File: src/rtl/display_scan_ctrl.sv
// Time-multiplexed scan controller for a 4-digit 7-segment display.
// Latches a 16-bit value once per frame and shows one digit per slot after a dead-time.
module display_scan_ctrl #(
  parameter int unsigned PRESCALE       = 1024,
  parameter int unsigned BLANK_CYC      = 16,
  parameter int unsigned SEG_ACTIVE_LOW = 0
) (
  input  logic        clk,
  input  logic        rst,
  input  logic        en,
  input  logic [15:0] digits_in,
  input  logic [3:0]  dp_in,
  input  logic        lz_blank,
  output logic [7:0]  seg_out,
  output logic [3:0]  sel_out,
  output logic        frame_done
);

  localparam int unsigned CW = $clog2(PRESCALE);
  localparam logic [CW-1:0] BLANK_LAST = CW'(BLANK_CYC - 1);
  localparam logic [CW-1:0] SLOT_LAST  = CW'(PRESCALE - 1);
  localparam logic [7:0] SEG_OFF = (SEG_ACTIVE_LOW != 0) ? 8'hFF : 8'h00;

  typedef enum logic [1:0] {IDLE, BLANK, SHOW} state_t;

  state_t        state_q, state_d;
  logic [CW-1:0] cnt_q, cnt_d;
  logic [1:0]    idx_q, idx_d;
  logic [15:0]   snap_digits_q, snap_digits_d;
  logic [3:0]    snap_dp_q, snap_dp_d;
  logic          snap_lz_q, snap_lz_d;
  logic [7:0]    seg_q, seg_d;
  logic [3:0]    sel_q, sel_d;
  logic          frame_done_q, frame_done_d;

  logic [3:0]    nibble;
  logic [6:0]    glyph;
  logic          lz_hide;
  logic [7:0]    seg_raw;

  function automatic logic [6:0] decode(input logic [3:0] n);
    case (n)
      4'h0: decode = 7'h3F;
      4'h1: decode = 7'h06;
      4'h2: decode = 7'h5B;
      4'h3: decode = 7'h4F;
      4'h4: decode = 7'h66;
      4'h5: decode = 7'h6D;
      4'h6: decode = 7'h7D;
      4'h7: decode = 7'h07;
      4'h8: decode = 7'h7F;
      4'h9: decode = 7'h6F;
      4'hA: decode = 7'h77;
      4'hB: decode = 7'h7C;
      4'hC: decode = 7'h39;
      4'hD: decode = 7'h5E;
      4'hE: decode = 7'h79;
      default: decode = 7'h71;
    endcase
  endfunction

  always_comb begin
    state_d       = state_q;
    cnt_d         = cnt_q;
    idx_d         = idx_q;
    snap_digits_d = snap_digits_q;
    snap_dp_d     = snap_dp_q;
    snap_lz_d     = snap_lz_q;
    frame_done_d  = 1'b0;

    if (!en) begin
      state_d = IDLE;
      cnt_d   = '0;
      idx_d   = 2'd0;
    end else begin
      case (state_q)
        IDLE: begin
          state_d       = BLANK;
          cnt_d         = '0;
          idx_d         = 2'd0;
          snap_digits_d = digits_in;
          snap_dp_d     = dp_in;
          snap_lz_d     = lz_blank;
        end
        BLANK: begin
          cnt_d = cnt_q + 1'b1;
          if (cnt_q == BLANK_LAST) state_d = SHOW;
        end
        SHOW: begin
          if (cnt_q == SLOT_LAST) begin
            cnt_d   = '0;
            idx_d   = idx_q + 2'd1;
            state_d = BLANK;
            // A new frame starts on the 3->0 wrap: resample inputs to avoid tearing.
            if (idx_q == 2'd3) begin
              snap_digits_d = digits_in;
              snap_dp_d     = dp_in;
              snap_lz_d     = lz_blank;
              frame_done_d  = 1'b1;
            end
          end else begin
            cnt_d = cnt_q + 1'b1;
          end
        end
        default: begin
          state_d = IDLE;
          cnt_d   = '0;
          idx_d   = 2'd0;
        end
      endcase
    end
  end

  // Outputs are registered from the next state so they line up with the state they describe.
  // SHOW is always entered from BLANK, so the snapshot registers are already settled here.
  always_comb begin
    nibble  = snap_digits_q[{idx_d, 2'b00} +: 4];
    glyph   = decode(nibble);
    lz_hide = snap_lz_q && (idx_d != 2'd0) &&
              ((snap_digits_q >> {idx_d, 2'b00}) == 16'd0);
    seg_raw = {snap_dp_q[idx_d], lz_hide ? 7'h00 : glyph};
    seg_d   = SEG_OFF;
    sel_d   = 4'b0000;
    if (state_d == SHOW) begin
      sel_d = 4'b0001 << idx_d;
      seg_d = (SEG_ACTIVE_LOW != 0) ? ~seg_raw : seg_raw;
    end
  end

  always_ff @(posedge clk) begin
    if (rst) begin
      state_q       <= IDLE;
      cnt_q         <= '0;
      idx_q         <= 2'd0;
      snap_digits_q <= 16'h0000;
      snap_dp_q     <= 4'h0;
      snap_lz_q     <= 1'b0;
      seg_q         <= SEG_OFF;
      sel_q         <= 4'b0000;
      frame_done_q  <= 1'b0;
    end else begin
      state_q       <= state_d;
      cnt_q         <= cnt_d;
      idx_q         <= idx_d;
      snap_digits_q <= snap_digits_d;
      snap_dp_q     <= snap_dp_d;
      snap_lz_q     <= snap_lz_d;
      seg_q         <= seg_d;
      sel_q         <= sel_d;
      frame_done_q  <= frame_done_d;
    end
  end

  assign seg_out    = seg_q;
  assign sel_out    = sel_q;
  assign frame_done = frame_done_q;

endmodule

File: config.mk
export PLATFORM = sky130hd
export DESIGN_NAME = display_scan_ctrl
export DESIGN_NICKNAME = d
export VERILOG_FILES = /design/src/rtl/display_scan_ctrl.sv
export SDC_FILE = /design/constraint.sdc
export NUM_CORES = 1
export LEC_CHECK = 0
export BUFFER_PORTS_ARGS = -buffer_cell sky130_fd_sc_hd__buf_2
export CAP_MARGIN = 10
export CORE_MARGIN = 2
export CORE_UTILIZATION = 54
export DETAILED_ROUTE_END_ITERATION = 8
export GPL_TIMING_DRIVEN = 0
export PLACE_DENSITY_LB_ADDON = 0.1
export SETUP_SLACK_MARGIN = 0.3
export SLEW_MARGIN = 30
export SYNTH_ARGS = -nofsm -noshare
export SYNTH_HDL_FRONTEND = slang
export SYNTH_SLANG_ARGS = --single-unit
File: constraint.sdc
create_clock -name clk -period 5.3 [get_ports clk]
set_input_delay 0.265 -clock clk [delete_from_list [all_inputs] [get_ports clk]]
set_output_delay 0.265 -clock clk [all_outputs]
set_load 0.02 [all_outputs]
==> results.cfg <==
[drt]
dr.pass1.iters = 4
detail_route.vias_per_cell = 5.49
wl_per_cell_um = 13.8
drtIter0Drc = 107
wirelength_um = 5070
drc = 0
num_vias = 2008
drtAntennaViolNets = 0

[final_layout]
finalNetCount = 348
antenna_cells = 0
syn2layout_area_growth_pct = 13.0
layout_common_cells = 48 x dfxtp_1, 43 x nor2_1, 35 x buf_2
drive_above_1_share_pct = 22.4
layout_commonest_cell = dfxtp_1

[power_and_ir_drop]
leakage_uw = 0.00131
peakVddDrop_mv = 0.134
cellPowerDensity_nw_per_um2 = 237

[placement]
hpwl_um = 3810
portBuffers = 34
gp_congestion = 0.788

[timing]
worst_pin_slew_ns = 0.757
setup_viol = 0
clock.fmax_ghz = 0.261
whs_ns = 0.182
slew_violations = 0
hold_viol = 0
relSlewSlack_pct = 49.6
clock_skew_ns = 0.00645
period_minus_slack_ns = 3.84
rsz0062_at_grt = false
tns_ns = 0
period_share_pct = 72.4

[grt]
grt_max_degree = 16
antenna_found_initial = 0
grt_use_total_pct = 20.5
grt_pass1_wl_um = 8440
overflow = 0
grt_pass1_vias = 1742

[setup_path]
r2r-start = state_q[0]
worst_ep_arrival_time_ns = 4.09
critical_path_required_ns = 5.56
crit_fanout = 10
rr_worst_depth = 15
crit_path_end_kind = flop
rrSetupSlack_ns = 1.47
worstPathCellList = inv_1 > ha_1 > nand4_1 > o22a_2 > and3_1 > buf_2 > buf_4 > mux2i_1 > mux2i_1 > inv_1 > ha_1 > nor4bb_1 > a221o_2 > a2111oi_4 > a21o_1
crit_slowest_cell = a221o_2
worstSetupPathType = flop to flop
worst_setup_path_start_kind = flop
r2r_end = seg_out[3]
critPathMaxStageDelay_ns = 0.45

[clocking]
cts-root-buf = clkbuf_8
cts.clk_slew.worst_paths_ns = 0.09
holdBufCountCts = 0
cts_tree = yes
cts-buffers-inserted = 5
cts.path.max_buffers = 2
cts_resized = 0
cts.sinks = 48
clk_latency_ns = 0.30
htree_levels = 2
postCtsSetupBuffers = 0

[floorplanning]
rows = 25
initial_core_util_pct = 55.1
core_um2 = 4660
die_area_um2 = 5320
die_w_um = 73.0
die_h_um = 73.0
io_pins = 37

[worst_hold_path]
min_path_type = input port to flop
holdPathEnd = snap_digits_q[8]
min-delay-start = digits_in[8]
min_path_cells = 3

[synthesis]
yosys_warnings = 0
syn_area_um2 = 2570
synth_seq_area_share_pct = 37.4
syn_area_per_cell_um2 = 9.51
synth-seq-cells = 48
synthFlopType = dfxtp_1
netlist-cell-type-count = 58
synthCells = 270
synth.net_count = 307
async_flop_share_pct = 0
synth_edf_count = 0

[job]
drv_cap = 0

[status]
status = finished clean
[metal layers]
layer  up-vias  GRT usage (%)  part of all wire (%)  wire, um
li1       1044              -                     -         -
met1       914           29.9                    51      2580
met2        45           29.3                    43      2200
met3         5           6.08                   4.8       241
met4         0           5.56                  0.85        43
met5         -              0                     0         0
[worst max-delay path, delay by kind of cell (launching register included)]
kind,cells,cell delay (ns)
adders and majority gates,2,0.62
muxes,2,0.52
AOI/OAI and AO/OA,4,1.13
DFF,1,0.39
and+or+nand+nor,3,0.49
buffers and inverters,4,0.64
[synthesized netlist by cell type, types with 2 or more instances]
cell type / instances / area (um2)
nand4_1: 4 / 25.0
nor3_1: 9 / 45.0
or3_1: 3 / 18.8
a31oi_1: 3 / 18.8
nand3_1: 4 / 20.0
nor2_1: 43 / 161
mux2i_2: 2 / 27.5
a221oi_1: 2 / 17.5
ha_1: 13 / 163
a211oi_1: 4 / 30.0
xor2_1: 7 / 61.3
and2_1: 3 / 18.8
buf_4: 4 / 30.0
buf_1: 2 / 7.51
inv_1: 12 / 45.0
a211oi_2: 2 / 25.0
mux2_1: 2 / 22.5
clkbuf_1: 4 / 15.0
mux2_4: 2 / 30.0
nand2_1: 15 / 56.3
and4_1: 2 / 17.5
mux2i_1: 29 / 290
or4_1: 2 / 15.0
xnor2_1: 5 / 43.8
dfxtp_1: 48 / 961
and3_1: 6 / 37.5
o31a_1: 2 / 17.5
buf_6: 3 / 33.8
a311oi_1: 2 / 17.5
o21ai_0: 3 / 15.0
[how the worst max path moves through the flow]
stage	slack (ns)	endpoint	cells after the start	start
2_1_floorplan	2.04	seg_out[3]	15	state_q[0]
3_3_place_gp	1.55	seg_out[3]	15	state_q[0]
3_5_place_dp	1.52	seg_out[3]	15	state_q[0]
4_1_cts	1.48	seg_out[3]	15	state_q[0]
5_1_grt	1.17	seg_out[3]	15	state_q[0]
6_report	1.47	seg_out[3]	15	state_q[0]
[stage by stage]
stage / cell area [um2] / std cells / setup slack (ns) / power, uW / utilization [%]
floorplan: 2570 / 270 / 2.04 / 443 / -
global placement: 2810 / 358 / 1.55 / 464 / 60.2
detailed placement: 2810 / 358 / 1.52 / 466 / 60.2
CTS: 2900 / 366 / 1.48 / 698 / 62.3
global route: 2900 / 366 / 1.17 / 724 / 62.3
finish: 2900 / 366 / 1.47 / 688 / 62.3
[area by class of cell]
class / count / area [um2]
clock inverter: 2 / 13.8
sequential: 48 / 961
fill: 435 / 1760
multi-input combinational: 195 / 1460
tap: 54 / 67.6
buffer: 15 / 106
timing repair buffer: 34 / 170
clock buffer: 6 / 82.6
inverter: 12 / 45.0
[logic make-up after synthesis]
kind of cell	Yosys count	synth area share [%]
compound gates	33	11.9
fa+ha+maj	13	6.34
simple gates	102	19.9
xor+xnor	12	4.09
flops	48	37.4
buf+inv	27	5.90
mux	35	14.4
[flip-flops by register name, summed over array words and instances, names as in the netlist]
| signal | cells |
|---|---|
| state_q | 2 |
| snap_dp_q | 4 |
| seg_out | 8 |
| snap_lz_q | 1 |
| snap_digits_q | 16 |
| frame_done | 1 |
| sel_out | 4 |
| cnt_q | 10 |
| idx_q | 2 |
[power by group]
part           leakage (uW)  switching, uW  internal (uW)
Clock             0.0000516            125            107
Sequential         0.000391           9.75            371
Combinational      0.000864           39.9           36.5
Total               0.00131            174            514
(Power assumes the default switching activity.)
